`src/rtl/uart_pkg.sv`:
```
// Shared UART definitions: data width and receiver FSM state encoding.
// PARITY state exists only when UART_RX_PARITY_EN is defined.
package uart_pkg;

  localparam int unsigned DATA_BITS = 8;

  typedef enum logic [2:0] {
    StIdle,
    StStart,
    StData,
`ifdef UART_RX_PARITY_EN
    StParity,
`endif
    StStop
  } rx_state_e;

endpackage

```
`src/rtl/rx_synchronizer.sv`:
```
// Two-flop synchronizer for the asynchronous serial line; resets to idle (1).
module rx_synchronizer (
  input  logic clk,
  input  logic rst,
  input  logic d,
  output logic q
);

  logic meta;

  always_ff @(posedge clk or posedge rst) begin
    if (rst) begin
      meta <= 1'b1;
      q    <= 1'b1;
    end else begin
      meta <= d;
      q    <= meta;
    end
  end

endmodule

```
`src/rtl/uart_receiver.sv`:
```
// UART receiver: start/8 data/optional parity/stop, single-entry holding register.
// Define UART_RX_PARITY_EN to build in the PARITY state and even-parity checking.
module uart_receiver
  import uart_pkg::*;
#(
  parameter int unsigned CLKS_PER_BIT = 1042
) (
  input  logic                 clk,
  input  logic                 rst,
  input  logic                 rx_i,
  input  logic                 parity_en_i,
  output logic [DATA_BITS-1:0] data_o,
  output logic                 valid_o,
  input  logic                 ready_i,
  output logic                 parity_err_o,
  output logic                 frame_err_o,
  output logic                 overrun_o,
  output logic                 busy_o
);

  localparam int unsigned TimerW = $clog2(CLKS_PER_BIT);
  localparam logic [TimerW-1:0] HalfBit = TimerW'(CLKS_PER_BIT / 2 - 1);
  localparam logic [TimerW-1:0] FullBit = TimerW'(CLKS_PER_BIT - 1);
  localparam logic [2:0] LastBit = 3'(DATA_BITS - 1);

  rx_state_e             state_q, state_d;
  logic [TimerW-1:0]     timer_q, timer_d;
  logic [2:0]            bit_cnt_q, bit_cnt_d;
  logic [DATA_BITS-1:0]  shift_q, shift_d;
  logic                  rx_sync, rx_prev_q, rx_fall;
  logic                  load;
  logic [DATA_BITS-1:0]  data_q;
  logic                  valid_q, ferr_q, ovr_q;

  rx_synchronizer u_sync (
    .clk (clk),
    .rst (rst),
    .d   (rx_i),
    .q   (rx_sync)
  );

  // A line that is already low after reset never produces a fall.
  assign rx_fall = rx_prev_q & ~rx_sync;

`ifdef UART_RX_PARITY_EN
  logic par_en_q, par_en_d;
  logic par_err_q, par_err_d;
  logic perr_q;
`else
  logic unused_parity_en;
  assign unused_parity_en = parity_en_i;
`endif

  always_comb begin
    state_d   = state_q;
    timer_d   = timer_q + 1'b1;
    bit_cnt_d = bit_cnt_q;
    shift_d   = shift_q;
    load      = 1'b0;
`ifdef UART_RX_PARITY_EN
    par_en_d  = par_en_q;
    par_err_d = par_err_q;
`endif
    unique case (state_q)
      StIdle: begin
        timer_d = '0;
        if (rx_fall) begin
          state_d = StStart;
`ifdef UART_RX_PARITY_EN
          par_en_d = parity_en_i;
`endif
        end
      end
      StStart: begin
        if (timer_q == HalfBit) begin
          timer_d = '0;
          if (rx_sync) begin
            state_d = StIdle;
          end else begin
            state_d   = StData;
            bit_cnt_d = '0;
`ifdef UART_RX_PARITY_EN
            par_err_d = 1'b0;
`endif
          end
        end
      end
      StData: begin
        if (timer_q == FullBit) begin
          timer_d = '0;
          shift_d = {rx_sync, shift_q[DATA_BITS-1:1]};
          if (bit_cnt_q == LastBit) begin
            bit_cnt_d = '0;
`ifdef UART_RX_PARITY_EN
            state_d = par_en_q ? StParity : StStop;
`else
            state_d = StStop;
`endif
          end else begin
            bit_cnt_d = bit_cnt_q + 3'd1;
          end
        end
      end
`ifdef UART_RX_PARITY_EN
      StParity: begin
        if (timer_q == FullBit) begin
          timer_d   = '0;
          par_err_d = rx_sync ^ (^shift_q);
          state_d   = StStop;
        end
      end
`endif
      StStop: begin
        if (timer_q == FullBit) begin
          timer_d = '0;
          load    = 1'b1;
          state_d = StIdle;
        end
      end
      default: begin
        timer_d = '0;
        state_d = StIdle;
      end
    endcase
  end

  always_ff @(posedge clk or posedge rst) begin
    if (rst) begin
      state_q   <= StIdle;
      timer_q   <= '0;
      bit_cnt_q <= '0;
      shift_q   <= '0;
      rx_prev_q <= 1'b1;
    end else begin
      state_q   <= state_d;
      timer_q   <= timer_d;
      bit_cnt_q <= bit_cnt_d;
      shift_q   <= shift_d;
      rx_prev_q <= rx_sync;
    end
  end

  // Holding register: a load always wins, so an unconsumed byte is overwritten.
  always_ff @(posedge clk or posedge rst) begin
    if (rst) begin
      data_q  <= '0;
      valid_q <= 1'b0;
      ferr_q  <= 1'b0;
      ovr_q   <= 1'b0;
    end else begin
      valid_q <= load | (valid_q & ~ready_i);
      ovr_q   <= load & valid_q & ~ready_i;
      if (load) begin
        data_q <= shift_q;
        ferr_q <= ~rx_sync;
      end
    end
  end

`ifdef UART_RX_PARITY_EN
  always_ff @(posedge clk or posedge rst) begin
    if (rst) begin
      par_en_q  <= 1'b0;
      par_err_q <= 1'b0;
      perr_q    <= 1'b0;
    end else begin
      par_en_q  <= par_en_d;
      par_err_q <= par_err_d;
      if (load) begin
        perr_q <= par_err_q;
      end
    end
  end

  assign parity_err_o = perr_q;
`else
  assign parity_err_o = 1'b0;
`endif

  assign data_o      = data_q;
  assign valid_o     = valid_q;
  assign frame_err_o = ferr_q;
  assign overrun_o   = ovr_q;
  assign busy_o      = (state_q != StIdle);

endmodule

```
`config.mk`:
```
export PLATFORM = sky130hd
export DESIGN_NAME = uart_receiver
export DESIGN_NICKNAME = d
export VERILOG_FILES = /design/src/rtl/uart_pkg.sv /design/src/rtl/rx_synchronizer.sv /design/src/rtl/uart_receiver.sv
export SDC_FILE = /design/constraint.sdc
export NUM_CORES = 1
export LEC_CHECK = 0
export BUFFER_PORTS_ARGS = -buffer_cell sky130_fd_sc_hd__buf_2
export CAP_MARGIN = 20
export CORE_ASPECT_RATIO = 0.75
export CORE_MARGIN = 4
export CORE_UTILIZATION = 60
export CTS_CLUSTER_SIZE = 8
export DETAILED_ROUTE_END_ITERATION = 10
export GPL_ROUTABILITY_DRIVEN = 0
export PLACE_DENSITY = 0.85
export SLEW_MARGIN = 20
export SYNTH_ARGS = -nofsm -noshare
export SYNTH_HDL_FRONTEND = slang
export SYNTH_SLANG_ARGS = --single-unit
```
`constraint.sdc`:
```
create_clock -name clk -period 5.3 [get_ports clk]
set_input_delay 0.265 -clock clk [delete_from_list [all_inputs] [get_ports clk]]
set_output_delay 0.265 -clock clk [all_outputs]
set_load 0.02 [all_outputs]
```
==> impl_metrics.yaml, run 1 <==
yosys:
  synth-seq-area-share_pct: 53.51
  syn-num-nets: 154
  ys_warn_count: 0
  ys_ff_latch: 38
  synth.avg_cell_area_um2: 12.39
  ys_dominant_reg_cell: "dfrtp_1"
  synth_area_um2: 1784
  synthArstFlopShare_pct: 100.0
  ys_types: 37
  synth_edf_count: 0
  synthCells: 144
worst_setup_path:
  max_stage_delay_ns: 0.65
  worstSetupStartpointType: "flip-flop"
  timing.rr.start: "timer_q[5]$_DFF_PP0_"
  r2r_slack_ns: 2.88
  r2r-end: "data_o[7]$_DFFE_PP0P_"
  path_delay_family: "simple AND/OR/NAND/NOR gates"
  cp.arrival_ns: 2.58
  endpoint_kind: "flip-flop"
  critical_path_required_ns: 5.46
  startpoint: "timer_q[5]$_DFF_PP0_"
  crit_buf_inv: 0
  crit_fanout: 10
  crit_type: "flip-flop to flip-flop"
  critical_path.cell_chain: "or4_4 > nor4_4 > and3_1 > mux2_4"
  r2r_cells: 4
  critPathSlowestCell: "and3_1"
clocking:
  cts_buffers: 5
  postCtsSetupBuffers: 0
  root_buffer: "clkbuf_8"
  cts_tree: "built"
  htreeDepth: 2
  clk_latency_ns: 0.28
  path_clk_slew_ns: 0.07
  post_cts_resized: 0
  clockBufferDepth: 2
  clkSinkCount: 38
  hold_buffers: 0
power_and_ir_drop:
  power.switching_w: 0.0001943
  p_int_w: 0.0004655
  leakage_nw: 0.9665
  p_comb_share_pct: 17.5
  clockPowerShare_pct: 27.5
  finalPower_w: 0.0006599
  swShare_pct: 29.45
  seqPwrFrac_pct: 55.1
  power_density_nw_per_um2: 341.6
  peakVddDrop_uv: 191.5
timing:
  worstMarginPinSlew_ns: 0.6725
  hold_violations: 0
  rsz0062_at_grt: "false"
  max_slew_margin_pct: 55.16
  setup_viol: 0
  tns_ns: 0
  min_period_ns: 2.420
  drv_slew: 0
  skew_ns: 0.004150
  fmax_ghz: 0.4132
  timing.final.crit_share_pct: 45.67
routing:
  vias_per_cell: 5.540
  postRouteWirelength_mm: 3.011
  ant_nets: 0
  drc_errors: 0
  wl_per_cell_um: 15.21
  vias: 1097
  dr.first_iter.drc_count: 60
  dr.pass1.iters: 4
layout:
  final_util_pct: 70.96
  final_nets: 171
  area_growth_pct: 8.275
  n_antenna_cell: 0
  final_cell_area_um2: 1932
  drive_gt1_share_pct: 29.63
  layoutNonFillerInstCount: 198
floorplan:
  rows: 16
  core-area_um2: 2723
  fp.dieH_um: 55.23
  start_util_pct: 65.53
  chipWidth_um: 70.97
  ioPinCount: 18
  die-area_um2: 3919
status:
  status: "completed"
global_route:
  antenna_found_initial: 0
  grt_pass1_wl_mm: 5.395
  grt_start_max_net_pins: 39
  overflow: 0
  grtUsageTotal_pct: 17.78
  grt_pass1_vias: 1116
place:
  port_buffers: 15
  dp_cells: 190
  hpwl_mm: 2.185
  placed_area_um2: 1852
run:
  cap_violations: 0
worst_hold_path:
  hold_path_class: "input pin to asynchronous set/reset pin"
-- cells in the mapped netlist (3+ instances only) --
cell type	n	area share (%)
dfrtp_1	35	49
nor2_1	14	2.9
mux2_2	10	6.3
mux2_4	9	7.6
inv_1	7	1.5
nand2_1	7	1.5
ha_1	5	3.5
nor3_1	5	1.4
xnor2_1	5	2.5
nand2b_1	4	1.4
nand4_1	4	1.4
xor2_1	4	2.0
buf_6	3	1.9
dfstp_2	3	4.4
nor2b_1	3	1.1
-- metrics by stage --
stage | setup slack (ns) | hold slack [ns]
after floorplan | 3.332 | 0.2695
after global placement | 2.974 | 0.3462
after detailed placement | 2.897 | 0.3476
after CTS | 2.882 | 0.08023
after global routing | 2.773 | 0.07535
final | 2.880 | 0.07525
-- worst reg2reg max path, stage by stage, from the launching register on --
cell     delay [ns]
dfrtp_1        0.44
or4_4          0.59
nor4_4         0.26
and3_1         0.65
mux2_4         0.36
-- cell type report --
class,instances,area [um2]
Sequential cell,38,954.7
Fill cell,203,790.8
Multi-Input combinational cell,93,743.2
Timing Repair Buffer,16,82.58
Clock buffer,8,80.08
Tap cell,36,45.04
Inverter,7,26.28
-- per-layer routing --
metal  global-route usage [%]  wire (um)
met2                    28.80       1477
met5                        0          0
met3                    5.978        131
met4                    5.630         57
met1                    22.51       1344
-- how the worst max path moves through the flow --
| stage | slack, ns | depth (start not counted) | end |
|---|---|---|---|
| 3_3_place_gp | 2.97 | 4 | data_o[6]$_DFFE_PP0P_ |
| 5_1_grt | 2.77 | 4 | data_o[4]$_DFFE_PP0P_ |
| 6_report | 2.88 | 4 | data_o[7]$_DFFE_PP0P_ |
| 2_1_floorplan | 3.33 | 5 | data_o[0]$_DFFE_PP0P_ |
| 4_1_cts | 2.88 | 4 | data_o[3]$_DFFE_PP0P_ |
| 3_5_place_dp | 2.90 | 4 | data_o[3]$_DFFE_PP0P_ |
-- power groups by stage --
| stage | registers (W) | clock network, W | logic (W) |
|---|---|---|---|
| 4_1_cts | 0.000363 | 0.000188 | 0.000116 |
| 3_3_place_gp | 0.000364 | 0 | 0.000108 |
| 6_report | 0.000363 | 0.000181 | 0.000115 |
| 2_1_floorplan | 0.000351 | 0 | 0.000110 |
| 5_1_grt | 0.000369 | 0.000202 | 0.000130 |
| 3_5_place_dp | 0.000368 | 0 | 0.000114 |
-- sequential cells by signal, summed over array words and instances (netlist names) --
name	cells
overrun_o	1
valid_o	1
frame_err_o	1
timer_q	11
u_sync.q	1
bit_cnt_q	3
data_o	8
rx_prev_q	1
shift_q	8
u_sync.meta	1
state_q	2
-- kinds of logic after synthesis --
logic type               Yosys count  share of synthesized area [%]
AO/OA/AOI/OAI                      7                          2.735
XOR/XNOR                           9                          4.418
adder cells (fa/ha/maj)            5                          3.506
buffers and inverters             13                          4.839
flip-flops                        38                          53.51
multiplexers                      21                          15.01
other                              1                         0.2102
AND/OR/NAND/NOR                   50                          15.78
-- placed cells by master (no fill, tap or decap), types with 3 or more instances in the layout --
cell / netlist / layout
dfstp_2: 3 / 3
nand2b_1: 4 / 4
clkbuf_1: 0 / 3
clkbuf_8: 1 / 5
nor2_1: 14 / 14
mux2_4: 9 / 9
xor2_1: 4 / 4
nand2_1: 7 / 7
nor2b_1: 3 / 3
inv_1: 7 / 7
ha_1: 5 / 5
buf_2: 1 / 15
nor3_1: 5 / 5
dfrtp_1: 35 / 35
nand4_1: 4 / 4
xnor2_1: 5 / 5
mux2_2: 10 / 10
No activity file was read; power rests on OpenSTA's default activity.
==> inputs of run 2 (changes only) <==
--- a/config.mk
+++ b/config.mk
@@ -9,11 +9,11 @@
 export CAP_MARGIN = 20
 export CORE_ASPECT_RATIO = 0.75
 export CORE_MARGIN = 4
-export CORE_UTILIZATION = 60
+export CORE_UTILIZATION = 52
 export CTS_CLUSTER_SIZE = 8
 export DETAILED_ROUTE_END_ITERATION = 10
 export GPL_ROUTABILITY_DRIVEN = 0
-export PLACE_DENSITY = 0.85
+export PLACE_DENSITY = 0.78
 export SLEW_MARGIN = 20
 export SYNTH_ARGS = -nofsm -noshare
 export SYNTH_HDL_FRONTEND = slang
==> constraint.sdc (replaced) <==
create_clock -name clk -period 2.2 [get_ports clk]
set_input_delay 0.11 -clock clk [delete_from_list [all_inputs] [get_ports clk]]
set_output_delay 0.11 -clock clk [all_outputs]
set_load 0.02 [all_outputs]
==> run 2 against run 1 <==
Final area grew 6.1%. Clock power rose to 4.0 times the previous value. Total power rose to 2.9 times the previous value. Final cell count is 5.1% higher. Utilization decreased by 8.6 points. First-iteration DRC count rose by 92%. Global-route usage is 1.2 points lower. Fmax increased by 16%. Critical endpoint unchanged. Highest routed layer unchanged.
==> impl_metrics.yaml, run 2 (synthesis gave the netlist of run 1 again) <==
status:
  status: "completed"
power_and_ir_drop:
  power.switching_w: 0.0005161
  swShare_pct: 26.81
  clockPowerShare_pct: 38.0
  p_comb_share_pct: 17.1
  peakVddDrop_uv: 717.5
  seqPwrFrac_pct: 44.9
  power_density_nw_per_um2: 939.2
  finalPower_w: 0.001925
  p_int_w: 0.001409
  leakage_nw: 1.028
place:
  hpwl_mm: 2.248
  port_buffers: 15
  preCtsSetupSlack_ns: 0.1571
  placed_area_um2: 1887
layout:
  final_util_pct: 62.33
  area_growth_pct: 14.87
  final_cell_area_um2: 2049
  layout_common_cells: "dfrtp_1, buf_2, nor2_1"
  largest_reg_flops: 11
  drive_gt1_share_pct: 32.74
  top_register: "timer_q"
  final_nets: 177
  final_common_cell: "dfrtp_1"
  n_antenna_cell: 0
timing:
  setup_viol: 0
  max_slew_margin_pct: 58.42
  hold_violations: 0
  drv_slew: 0
  timing.final.crit_share_pct: 95.20
  min_period_ns: 2.094
  tns_ns: 0
  fmax_ghz: 0.4775
  rsz0062_at_grt: "false"
  setup_ws_ns: 0.1057
  worstMarginPinSlew_ns: 0.6171
  skew_ns: 0.007381
worst_setup_path:
  cp_num_cells: 5
  max_stage_delay_ns: 0.60
  cp.arrival_ns: 2.28
  critPathSlowestCell: "or4_4"
  worstSetupStartpointType: "flip-flop"
  r2r_cells: 5
  crit_buf_inv: 1
  crit_fanout: 10
  r2r_slack_ns: 0.11
  critical_path.cell_chain: "or4_4 > nor4_4 > and3_1 > buf_4 > mux2_4"
  path_delay_family: "simple AND/OR/NAND/NOR gates"
  crit_type: "flip-flop to flip-flop"
  endpoint_kind: "flip-flop"
  critical_path_required_ns: 2.38
clocking:
  postCtsSetupBuffers: 0
  path_clk_slew_ns: 0.07
  root_buffer: "clkbuf_8"
  cts_tree: "built"
  clockBufferDepth: 2
  hold_buffers: 2
  htreeDepth: 2
  clk_latency_ns: 0.30
  clkSinkCount: 38
  post_cts_resized: 0
  cts_buffers: 5
routing:
  postRouteWirelength_mm: 3.149
  dr.pass1.iters: 4
  wl_per_cell_um: 15.14
  dr.first_iter.drc_count: 115
  drc_errors: 0
  vias: 1117
  ant_nets: 0
  vias_per_cell: 5.370
floorplan:
  chipWidth_um: 75.64
  rows: 18
  start_util_pct: 54.26
  core-area_um2: 3288
  die-area_um2: 4442
  ioPinCount: 18
  fp.dieH_um: 58.73
global_route:
  grt_pass1_wl_mm: 5.230
  grt_pass1_vias: 1155
  grt_start_max_net_pins: 39
  grtUsageTotal_pct: 16.58
  overflow: 0
  antenna_found_initial: 0
worst_hold_path:
  hold_path_class: "input pin to flip-flop"
  hold_depth: 3
run:
  cap_violations: 0
[run 2: final cells by class]
class                      instances  area, um2
fill                             255       1239
sequential                        38      954.7
multi-input combinational         93      743.2
timing repair buffer              22      132.6
clock buffer                       6      82.58
clock inverter                     2      60.06
tap                               40      50.05
inverter                           7      26.28
[run 2: final timing paths]
check	startpoint	end
max in group asynchronous	rst	u_sync.q$_DFF_PP1_
min in group asynchronous	rst	overrun_o$_DFF_PP0_
worst min-delay path	ready_i	overrun_o$_DFF_PP0_
worst max-delay path	timer_q[5]$_DFF_PP0_	data_o[7]$_DFFE_PP0P_
worst max register to register	timer_q[5]$_DFF_PP0_	data_o[7]$_DFFE_PP0P_
worst min register to register	u_sync.meta$_DFF_PP1_	u_sync.q$_DFF_PP1_
[run 2: through the flow]
stage / hold WS [ns] / cells
after floorplan: 0.1145 / 144
after global placement: 0.2173 / 198
after detailed placement: 0.2176 / 198
after CTS: 0.07120 / 208
after global routing: 0.07755 / 208
final: 0.07488 / 208
[run 2: layer usage]
layer | track usage (%) | vias to the layer above | share of wire, %
met1 | 20.89 | 557 | 46
met3 | 5.119 | 6 | 5.2
met5 | 0 | - | 0
met2 | 24.72 | 19 | 47
met4 | 10.47 | 0 | 1.9
li1 | - | 535 | -
[run 2: worst reg2reg max path, delay by kind of cell (launching register included)]
kind                   cells  cell delay [ns]
DFF                        1             0.45
muxes                      1             0.33
buffers and inverters      1             0.23
and+or+nand+nor            3             0.98
[run 2: power by group through the flow]
stage / logic, W / registers (W) / clock network, W
after detailed placement: 0.000325 / 0.000873 / 0
after CTS: 0.000330 / 0.000859 / 0.000741
final: 0.000329 / 0.000864 / 0.000731
after global placement: 0.000306 / 0.000865 / 0
after global routing: 0.000366 / 0.000872 / 0.000776
after floorplan: 0.000266 / 0.000845 / 0
==> inputs of run 3 (changes only) <==
--- a/config.mk
+++ b/config.mk
@@ -5,7 +5,7 @@
 export SDC_FILE = /design/constraint.sdc
 export NUM_CORES = 1
 export LEC_CHECK = 0
-export BUFFER_PORTS_ARGS = -buffer_cell sky130_fd_sc_hd__buf_2
+export BUFFER_PORTS_ARGS = -buffer_cell sky130_fd_sc_hd__buf_4
 export CAP_MARGIN = 20
 export CORE_ASPECT_RATIO = 0.75
 export CORE_MARGIN = 4
==> run 3 against run 2 <==
Total power decreased by 7.9%. Sequential cell count unchanged. Worst setup slack improved by 0.039 ns. Non-clock buffer count unchanged. Largest power group unchanged.
==> impl_metrics.yaml, run 3 (synthesis gave the netlist of run 1 again) <==
floorplan:
  core-area_um2: 3288
  rows: 18
  ioPinCount: 18
  start_util_pct: 54.26
  fp.dieH_um: 58.73
  die-area_um2: 4442
  chipWidth_um: 75.64
timing:
  tns_ns: 0
  hold_violations: 0
  skew_ns: 0.006197
  timing.final.crit_share_pct: 93.41
  setup_ws_ns: 0.1449
  setup_viol: 0
  max_slew_margin_pct: 63.62
  drv_slew: 0
  rsz0062_at_grt: "false"
  fmax_ghz: 0.4866
  hold_ws_ns: 0.09756
  worstMarginPinSlew_ns: 0.5400
  min_period_ns: 2.055
place:
  preCtsSetupSlack_ns: 0.1685
  hpwl_mm: 2.155
  placed_area_um2: 1924
  port_buffers: 15
  dp_cells: 198
routing:
  drc_errors: 0
  vias_per_cell: 5.333
  postRouteWirelength_mm: 2.958
  wl_per_cell_um: 14.29
  dr.pass1.iters: 4
  dr.first_iter.drc_count: 80
  vias: 1104
  ant_nets: 0
layout:
  fillerInstances: 269
  final_cell_area_um2: 2057
  largest_reg_flops: 11
  drive_gt1_share_pct: 32.34
  top_register: "timer_q"
  layout_common_cells: "dfrtp_1, buf_4, nor2_1"
  final_nets: 177
  area_growth_pct: 15.29
  layoutNonFillerInstCount: 207
  final_common_cell: "dfrtp_1"
  n_antenna_cell: 0
worst_setup_path:
  r2r-end: "data_o[7]$_DFFE_PP0P_"
  worstSetupStartpointType: "flip-flop"
  r2r_cells: 5
  r2r_slack_ns: 0.14
  crit_fanout: 10
  cp.arrival_ns: 2.22
  critical_path_required_ns: 2.37
  timing.rr.start: "timer_q[5]$_DFF_PP0_"
  endpoint_kind: "flip-flop"
  crit_type: "flip-flop to flip-flop"
clocking:
  path_clk_slew_ns: 0.07
  root_buffer: "clkbuf_8"
  cts_tree: "built"
  clk_latency_ns: 0.28
  clkSinkCount: 38
  htreeDepth: 2
  postCtsSetupBuffers: 0
  clockBufferDepth: 2
  cts_buffers: 5
power_and_ir_drop:
  power_density_nw_per_um2: 862.1
  peakVddDrop_uv: 536.0
  leakage_nw: 1.016
status:
  status: "completed"
global_route:
  met2_usage_pct: 23.00
  grt_pass1_wl_mm: 5.195
  grt_start_max_net_pins: 39
  busiest_layer: "met2"
  grtUsageTotal_pct: 15.86
  grt_pass1_vias: 1138
  use_met3_pct: 5.119
  antenna_found_initial: 0
  overflow: 0
  grt_use_met1_pct: 21.80
worst_hold_path:
  min_from: "ready_i"
  hold_path_class: "input pin to flip-flop"
  worstHoldEndpoint: "overrun_o$_DFF_PP0_"
  hold_depth: 3
run:
  cap_violations: 0
[run 3: timing repair]
action | in CTS | in global routing
hold buffers | 2 | 0
hold endpoints to repair | 36 | 0
gates resized for setup | 0 | 0
[run 3: worst max path at each step]
stage | slack [ns] | startpoint | endpoint | cells past startpoint
after floorplan | 0.23 | timer_q[5]$_DFF_PP0_ | data_o[0]$_DFFE_PP0P_ | 5
after global placement | 0.23 | timer_q[5]$_DFF_PP0_ | data_o[7]$_DFFE_PP0P_ | 5
after detailed placement | 0.17 | timer_q[5]$_DFF_PP0_ | data_o[3]$_DFFE_PP0P_ | 5
after CTS | 0.14 | timer_q[5]$_DFF_PP0_ | data_o[3]$_DFFE_PP0P_ | 5
after global routing | 0.05 | timer_q[5]$_DFF_PP0_ | data_o[3]$_DFFE_PP0P_ | 5
final | 0.14 | timer_q[5]$_DFF_PP0_ | data_o[7]$_DFFE_PP0P_ | 5
[run 3: report_power, final]
group | internal [W] | leakage, nW | switching, W | total [W]
logic | 0.000158 | 0.457 | 0.000166 | 0.000324
clock network | 0.000362 | 0.0573 | 0.000223 | 0.000585
registers | 0.000769 | 0.502 | 0.0000959 | 0.000864
total | 0.00129 | 1.02 | 0.000485 | 0.00177
[run 3: layer usage]
layer / wire, um / vias up
met4: 32 / 0
met5: 0 / -
li1: - / 539
met1: 1436 / 542
met3: 132 / 4
met2: 1356 / 19
[run 3: critical path: stages, from the launching register on]
cell	delay [ns]
dfrtp_1	0.44
or4_4	0.60
nor4_4	0.17
and3_1	0.19
buf_4	0.21
mux2_4	0.32
[run 3: metrics by stage]
stage / util, % / power [W]
2_1_floorplan: - / 0.001111
4_1_cts: 62.56 / 0.001791
5_1_grt: 62.56 / 0.001873
3_5_place_dp: 58.52 / 0.001197
6_report: 62.56 / 0.001773
3_3_place_gp: 58.52 / 0.001168
[run 3: final cells by class]
| type | instances | area [um2] | share of cell area (%) |
|---|---|---|---|
| timing repair buffer | 22 | 170.2 | 8.273 |
| tap | 40 | 50.05 | 2.433 |
| multi-input combinational | 93 | 743.2 | 36.13 |
| inverter | 7 | 26.28 | 1.277 |
| clock inverter | 1 | 30.03 | 1.460 |
| clock buffer | 6 | 82.58 | 4.015 |
| sequential | 38 | 954.7 | 46.41 |
